<file path="config.mk">
export PLATFORM = sky130hd
export DESIGN_NAME = mult_arbiter_flat
export DESIGN_NICKNAME = d
export VERILOG_FILES = /design/src/rtl/mult_arbiter_if.sv /design/src/rtl/mult_arbiter.sv /design/src/flat_wrapper.sv
export SDC_FILE = /design/constraint.sdc
export NUM_CORES = 1
export LEC_CHECK = 0
export CORE_UTILIZATION = 31
export DETAILED_ROUTE_END_ITERATION = 8
export SYNTH_ARGS = -nofsm -noshare
export SYNTH_HDL_FRONTEND = slang
export SYNTH_SLANG_ARGS = --single-unit
</file>
<file path="constraint.sdc">
create_clock -name clk -period 2.55 [get_ports clk]
set_clock_uncertainty 0.15 [all_clocks]
set_input_delay 0.765 -clock clk [delete_from_list [all_inputs] [get_ports clk]]
set_output_delay 0.765 -clock clk [all_outputs]
set_load 0.03 [all_outputs]
</file>
<file path="src/rtl/mult_arbiter_if.sv">
// -----------------------------------------------------------------------------
// mult_arbiter_if
// Bundle between the two requesting channels, the shared 8x8 multiplier and the
// mult_arbiter block.
//   req0/req1, a0/b0/a1/b1 : channel requests and operands
//   gnt0/gnt1              : one-cycle grant pulses (operands captured)
//   res_vld0/res_vld1, res : result-valid pulses and 16-bit product
//   mult_start/_dataa/_datab, mult_done/_product : shared multiplier link
//   busy, err              : arbiter status and watchdog abort flag
// Modports: slave = the arbiter, master = the environment around it.
// -----------------------------------------------------------------------------
interface mult_arbiter_if;
    logic        req0;
    logic        req1;
    logic [7:0]  a0;
    logic [7:0]  b0;
    logic [7:0]  a1;
    logic [7:0]  b1;
    logic        gnt0;
    logic        gnt1;
    logic        res_vld0;
    logic        res_vld1;
    logic [15:0] res;
    logic        mult_start;
    logic [7:0]  mult_dataa;
    logic [7:0]  mult_datab;
    logic        mult_done;
    logic [15:0] mult_product;
    logic        busy;
    logic        err;

    modport slave (
        input  req0, req1, a0, b0, a1, b1, mult_done, mult_product,
        output gnt0, gnt1, res_vld0, res_vld1, res,
               mult_start, mult_dataa, mult_datab, busy, err
    );

    modport master (
        output req0, req1, a0, b0, a1, b1, mult_done, mult_product,
        input  gnt0, gnt1, res_vld0, res_vld1, res,
               mult_start, mult_dataa, mult_datab, busy, err
    );
endinterface

</file>
<file path="src/rtl/mult_arbiter.sv">
// -----------------------------------------------------------------------------
// mult_arbiter
// Round-robin arbiter sharing one 8x8 multiplier between two channels.
// Flow: IDLE -> LAUNCH (grant + mult_start) -> DROP (wait for a stale done to
// clear) -> WAIT (wait for done, capture product) -> RESP (result pulse) -> IDLE.
// Ports:
//   clk     : rising-edge clock
//   reset_a : asynchronous active-high reset
//   bus     : mult_arbiter_if.slave (requests, grants, results, multiplier link)
// Parameter:
//   WDOG_LIMIT : cycle budget over DROP+WAIT, only used with the watchdog.
// Optional feature macro: MULT_ARB_WDOG_EN enables the 6-bit watchdog that
// aborts a stuck multiply with res=0 and err=1; without it err is tied low.
// -----------------------------------------------------------------------------
module mult_arbiter #(
    parameter int unsigned WDOG_LIMIT = 32'd63
) (
    input  logic          clk,
    input  logic          reset_a,
    mult_arbiter_if.slave bus
);

    typedef enum logic [2:0] {
        ST_IDLE   = 3'd0,
        ST_LAUNCH = 3'd1,
        ST_DROP   = 3'd2,
        ST_WAIT   = 3'd3,
        ST_RESP   = 3'd4
    } state_t;

    state_t      state_r, state_s;
    logic        ch_r, ch_s;          // channel being served
    logic        last_r, last_s;      // channel served most recently
    logic        grant_ch_s;
    logic [7:0]  opa_r, opa_s;
    logic [7:0]  opb_r, opb_s;
    logic [15:0] res_r, res_s;
    logic        gnt0_r, gnt1_r, vld0_r, vld1_r, start_r, busy_r;

`ifdef MULT_ARB_WDOG_EN
    localparam logic [5:0] WDOG_LIMIT_C = 6'(WDOG_LIMIT);
    logic [5:0] wdog_r, wdog_s, wdog_inc_s;
    logic       abort_s;
    logic       err_r;
`endif

    // Round-robin pick: on a tie the channel not served last wins.
    always_comb begin
        grant_ch_s = 1'b0;
        if (bus.req0 && bus.req1) begin
            grant_ch_s = ~last_r;
        end else if (bus.req1) begin
            grant_ch_s = 1'b1;
        end else begin
            grant_ch_s = 1'b0;
        end
    end

    // Next-state, operand latch, result capture and watchdog decisions.
    always_comb begin
        state_s = state_r;
        ch_s    = ch_r;
        last_s  = last_r;
        opa_s   = opa_r;
        opb_s   = opb_r;
        res_s   = res_r;
`ifdef MULT_ARB_WDOG_EN
        wdog_s     = wdog_r;
        wdog_inc_s = wdog_r + 6'd1;
        abort_s    = 1'b0;
`endif
        case (state_r)
            ST_IDLE: begin
                if (bus.req0 || bus.req1) begin
                    state_s = ST_LAUNCH;
                    ch_s    = grant_ch_s;
                    opa_s   = grant_ch_s ? bus.a1 : bus.a0;
                    opb_s   = grant_ch_s ? bus.b1 : bus.b0;
                end else begin
                    state_s = ST_IDLE;
                end
            end
            ST_LAUNCH: begin
                state_s = ST_DROP;
`ifdef MULT_ARB_WDOG_EN
                wdog_s  = 6'd0;
`endif
            end
            ST_DROP: begin
                // A done still high here belongs to the previous operation.
                if (!bus.mult_done) begin
                    state_s = ST_WAIT;
                end else begin
                    state_s = ST_DROP;
                end
`ifdef MULT_ARB_WDOG_EN
                wdog_s = wdog_inc_s;
                if (wdog_inc_s == WDOG_LIMIT_C) begin
                    state_s = ST_RESP;
                    res_s   = 16'd0;
                    abort_s = 1'b1;
                end else begin
                    abort_s = 1'b0;
                end
`endif
            end
            ST_WAIT: begin
                if (bus.mult_done) begin
                    state_s = ST_RESP;
                    res_s   = bus.mult_product;
                end else begin
                    state_s = ST_WAIT;
                end
`ifdef MULT_ARB_WDOG_EN
                wdog_s = wdog_inc_s;
                // A real completion on the same edge takes priority.
                if (!bus.mult_done && (wdog_inc_s == WDOG_LIMIT_C)) begin
                    state_s = ST_RESP;
                    res_s   = 16'd0;
                    abort_s = 1'b1;
                end else begin
                    abort_s = 1'b0;
                end
`endif
            end
            ST_RESP: begin
                state_s = ST_IDLE;
                last_s  = ch_r;
            end
            default: begin
                state_s = ST_IDLE;
            end
        endcase
    end

    // State, datapath and output registers; outputs decode the next state so
    // they are flop-driven yet line up with the state they describe.
    always_ff @(posedge clk or posedge reset_a) begin
        if (reset_a) begin
            state_r <= ST_IDLE;
            ch_r    <= 1'b0;
            last_r  <= 1'b1;
            opa_r   <= 8'd0;
            opb_r   <= 8'd0;
            res_r   <= 16'd0;
            gnt0_r  <= 1'b0;
            gnt1_r  <= 1'b0;
            vld0_r  <= 1'b0;
            vld1_r  <= 1'b0;
            start_r <= 1'b0;
            busy_r  <= 1'b0;
        end else begin
            state_r <= state_s;
            ch_r    <= ch_s;
            last_r  <= last_s;
            opa_r   <= opa_s;
            opb_r   <= opb_s;
            res_r   <= res_s;
            gnt0_r  <= (state_s == ST_LAUNCH) && !ch_s;
            gnt1_r  <= (state_s == ST_LAUNCH) &&  ch_s;
            vld0_r  <= (state_s == ST_RESP)   && !ch_s;
            vld1_r  <= (state_s == ST_RESP)   &&  ch_s;
            start_r <= (state_s == ST_LAUNCH);
            busy_r  <= (state_s != ST_IDLE);
        end
    end

`ifdef MULT_ARB_WDOG_EN
    // Watchdog count and abort flag.
    always_ff @(posedge clk or posedge reset_a) begin
        if (reset_a) begin
            wdog_r <= 6'd0;
            err_r  <= 1'b0;
        end else begin
            wdog_r <= wdog_s;
            err_r  <= abort_s;
        end
    end

    assign bus.err = err_r;
`else
    assign bus.err = 1'b0;
`endif

    assign bus.gnt0       = gnt0_r;
    assign bus.gnt1       = gnt1_r;
    assign bus.res_vld0   = vld0_r;
    assign bus.res_vld1   = vld1_r;
    assign bus.res        = res_r;
    assign bus.mult_start = start_r;
    assign bus.mult_dataa = opa_r;
    assign bus.mult_datab = opb_r;
    assign bus.busy       = busy_r;

endmodule

</file>
<file path="src/flat_wrapper.sv">
// flat-port wrapper written by rule: the top's interface ports become plain ports
module mult_arbiter_flat 
#(
    parameter int unsigned WDOG_LIMIT = 32'd63
)
  (clk, reset_a, bus_req0, bus_req1, bus_a0, bus_b0, bus_a1, bus_b1, bus_mult_done, bus_mult_product, bus_gnt0, bus_gnt1, bus_res_vld0, bus_res_vld1, bus_res, bus_mult_start, bus_mult_dataa, bus_mult_datab, bus_busy, bus_err);
  mult_arbiter_if bus_i ();
  input  logic clk;
  input  logic reset_a;
  input wire logic [$bits(bus_i.req0)-1:0] bus_req0;
  input wire logic [$bits(bus_i.req1)-1:0] bus_req1;
  input wire logic [$bits(bus_i.a0)-1:0] bus_a0;
  input wire logic [$bits(bus_i.b0)-1:0] bus_b0;
  input wire logic [$bits(bus_i.a1)-1:0] bus_a1;
  input wire logic [$bits(bus_i.b1)-1:0] bus_b1;
  input wire logic [$bits(bus_i.mult_done)-1:0] bus_mult_done;
  input wire logic [$bits(bus_i.mult_product)-1:0] bus_mult_product;
  output wire logic [$bits(bus_i.gnt0)-1:0] bus_gnt0;
  output wire logic [$bits(bus_i.gnt1)-1:0] bus_gnt1;
  output wire logic [$bits(bus_i.res_vld0)-1:0] bus_res_vld0;
  output wire logic [$bits(bus_i.res_vld1)-1:0] bus_res_vld1;
  output wire logic [$bits(bus_i.res)-1:0] bus_res;
  output wire logic [$bits(bus_i.mult_start)-1:0] bus_mult_start;
  output wire logic [$bits(bus_i.mult_dataa)-1:0] bus_mult_dataa;
  output wire logic [$bits(bus_i.mult_datab)-1:0] bus_mult_datab;
  output wire logic [$bits(bus_i.busy)-1:0] bus_busy;
  output wire logic [$bits(bus_i.err)-1:0] bus_err;
  assign bus_i.req0 = bus_req0;
  assign bus_i.req1 = bus_req1;
  assign bus_i.a0 = bus_a0;
  assign bus_i.b0 = bus_b0;
  assign bus_i.a1 = bus_a1;
  assign bus_i.b1 = bus_b1;
  assign bus_i.mult_done = bus_mult_done;
  assign bus_i.mult_product = bus_mult_product;
  assign bus_gnt0 = bus_i.gnt0;
  assign bus_gnt1 = bus_i.gnt1;
  assign bus_res_vld0 = bus_i.res_vld0;
  assign bus_res_vld1 = bus_i.res_vld1;
  assign bus_res = bus_i.res;
  assign bus_mult_start = bus_i.mult_start;
  assign bus_mult_dataa = bus_i.mult_dataa;
  assign bus_mult_datab = bus_i.mult_datab;
  assign bus_busy = bus_i.busy;
  assign bus_err = bus_i.err;
  mult_arbiter #(.WDOG_LIMIT(WDOG_LIMIT)) u_core (.clk(clk), .reset_a(reset_a), .bus(bus_i));
endmodule
</file>
==> impl_metrics.json <==
{
  "place_area_sq_um": 2830,
  "rsz0062_at_grt": "no",
  "htree_levels": 2,
  "core_area_sq_um": 5610,
  "cts_setup_buffers": 0,
  "finalInstanceArea_sq_um": 2920,
  "status": "finished clean",
  "hold_violations": 0,
  "syn_nets": 194,
  "regToRegStartpoint": "u_core.state_r[2]",
  "initial_utilization_pct": 32.7,
  "die_h_microns": 78.9,
  "r2r-end": "u_core.bus.res_vld0",
  "cp.arrival_ns": 1.34,
  "clk_latency_ns": 0.29,
  "cts_tree": "yes",
  "fin_crit_sh_pct": 88.3,
  "ys_types": 25,
  "postCtsHoldBufs": 0,
  "yosysMostFrequentCell": "dfrtp_1",
  "relSlewSlack_pct": 57.5,
  "worst-path-buf-inv": 1,
  "track_usage_pct": 15.1,
  "power.leakage_nw": 1.27,
  "drive_gt1_share_pct": 16.4,
  "post_cts_resized": 0,
  "overflow": 0,
  "power_mw": 3.45,
  "syn-mean-instance-area_sq_um": 13.0,
  "synth.top_cell.area_share_pct": 57.3,
  "yosys-top-cells-count": "dfrtp_1 (42), o21ai_1 (21), mux2i_1 (16)",
  "setup_tns_ns": 0,
  "required_ns": 1.64,
  "path_class": "reg -> out",
  "num_io_pins": 92,
  "synth_area_leaders": "dfrtp_1 (57%), mux2i_1 (8.7%), mux2_2 (6.1%), mux2_4 (5.7%), o21ai_1 (5.7%)",
  "synth-edff-count": 0,
  "first_pass_iters": 3,
  "crit_path_end_kind": "output pin",
  "grt_pass1_wl_mm": 7.20,
  "viasPerCell": 4.56,
  "drtIter0Drc": 48,
  "crit_start": "u_core.bus.res[4]",
  "wl_per_cell_microns": 14.1,
  "place_congestion": 0.719,
  "whs_path_depth": 2,
  "die_width_microns": 78.9,
  "min_from": "u_core.bus.mult_datab[6]",
  "ir_drop_v": 0.000517,
  "antenna_cells": 0,
  "ff2ff_setup_slack_ns": 0.79,
  "grt_max_degree": 20,
  "vias": 1413,
  "post-place-ws_ns": 0.191,
  "critical-path-max-stage-delay_ns": 0.68,
  "detail-route-antenna-nets": 0,
  "max_freq_mhz": 444,
  "synth-seq-cells": 43,
  "setup_viol_count_final": 0,
  "power-per-cell-area_nw_per_um2": 1180,
  "drt_wl_total_mm": 4.36,
  "drv_slew": 0,
  "port_buffers": 90,
  "yosysTopAreaCell": "dfrtp_1",
  "area_growth_pct": 59.1,
  "critical_path.slowest_cell": "clkdlybuf4s50_1",
  "hp-class": "reg -> reg",
  "cts-root-buf": "clkbuf_8",
  "reg2reg_depth": 3,
  "syn_inst": 141,
  "tightest_slew_ns": 0.638,
  "antenna_found_initial": 0,
  "cts_buffer_depth": 2,
  "final_nets": 290,
  "hold-path-endpoint": "u_core.bus.mult_datab[6]",
  "grt_pass1_vias": 1505,
  "syn_area_sq_um": 1830,
  "cp_top_family": "buffers and inverters",
  "hold_ws_ns": 0.351,
  "crit_chain": "clkdlybuf4s50_1",
  "clk_pin_slew_ns": 0.08,
  "critPathMaxFanout": 2,
  "numClockSinks": 43,
  "cts_buffers": 5,
  "rows": 27,
  "drc_errors": 0,
  "max-cap-violations": 0,
  "yosys_warnings": 0,
  "dieArea_sq_um": 6230,
  "dpl.hpwl_mm": 3.24,
  "setup_ws_ns": 0.298,
  "fin_crit_ns": 2.25,
  "seq_area_frac_synth_pct": 58.7,
  "synthArstFlopShare_pct": 100,
  "ys.flop_type": "dfrtp_1",
  "startpoint_type": "flip-flop"
}
-- metrics by stage --
step / utilization (%) / cells
6_report: 52.1 / 310
5_1_grt: 52.1 / 310
4_1_cts: 52.1 / 310
3_5_place_dp: 50.5 / 302
3_3_place_gp: 50.5 / 302
2_1_floorplan: - / 141
-- area by class of cell --
| cell class | count | area [sq um] |
|---|---|---|
| inverters | 4 | 15.0 |
| clock inverters | 2 | 12.5 |
| flip-flops and latches | 43 | 1080 |
| multi-input cells | 85 | 666 |
| well taps | 72 | 90.1 |
| fillers | 533 | 2690 |
| clock buffers | 6 | 72.6 |
| repair buffers | 98 | 986 |
-- registers in the layout, summed over array words and instances, names as in the netlist --
signal	cells
u_core.bus.res_vld1	1
u_core.bus.mult_datab	8
u_core.bus.busy	1
u_core.bus.mult_start	1
u_core.state_r	3
u_core.bus.gnt1	1
u_core.bus.mult_dataa	8
u_core.bus.res	16
u_core.ch_r	1
u_core.last_r	1
u_core.bus.res_vld0	1
u_core.bus.gnt0	1
-- report_power, final --
part	internal (mW)	leakage (nW)	switching [mW]	total, mW
logic	0.877	0.707	0.993	1.87
registers	1.00	0.526	0.162	1.16
clock network	0.192	0.0412	0.230	0.422
-- worst register-to-register path, delay by kind of cell, from the launching register on --
| kind | cells | cell delay, ns |
|---|---|---|
| DFF | 1 | 0.44 |
| and+or+nand+nor | 2 | 0.85 |
| AOI/OAI and AO/OA | 1 | 0.26 |
-- logic make-up (layout without fill, tap and decap cells) --
group | count (synthesis) | in the layout | synth area share, %
AO/OA/AOI/OAI | 38 | 38 | 11.1
buffers and inverters | 13 | 110 | 5.18
flip-flops | 43 | 43 | 58.7
multiplexers | 33 | 33 | 20.6
other | 1 | 1 | 0.204
AND/OR/NAND/NOR | 13 | 13 | 4.16
-- routing by layer --
layer / track usage [%] / vias up / wire length (microns)
li1: - / 679 / -
met4: 7.09 / 0 / 45
met3: 2.41 / 4 / 310
met1: 19.0 / 670 / 1930
met2: 25.4 / 60 / 2080
met5: 0 / - / 0
-- worst max-delay path by stage --
stage                     cells after the start  slack, ns                  endpoint
final                                         1       0.30                bus_res[4]
after floorplan                               1       0.63           u_core.bus.busy
after global routing                          1       0.25               bus_res[10]
after detailed placement                      5       0.19  u_core.bus.mult_dataa[4]
after CTS                                     1       0.28                bus_res[4]
after global placement                        5       0.25  u_core.bus.mult_dataa[6]
-- placed cells by master (no fill, tap or decap) --
master / n
clkdlybuf4s50_1: 90
nand2_1: 3
clkbuf_1: 1
inv_2: 1
o21ai_4: 1
clkinv_2: 1
buf_12: 2
dfrtp_1: 42
mux2_2: 10
clkinvlp_4: 1
o21ai_1: 21
mux2i_1: 16
buf_4: 6
dfstp_2: 1
or3_1: 1
nor2_2: 1
nor3b_2: 1
clkbuf_8: 5
or2b_1: 1
inv_1: 3
and3_1: 1
nor2_1: 2
a21oi_1: 3
nand2b_2: 1
nor3_1: 2
conb_1: 1
a21boi_2: 1
o21ai_0: 12
mux2_4: 7
(Power assumes the default switching activity.)
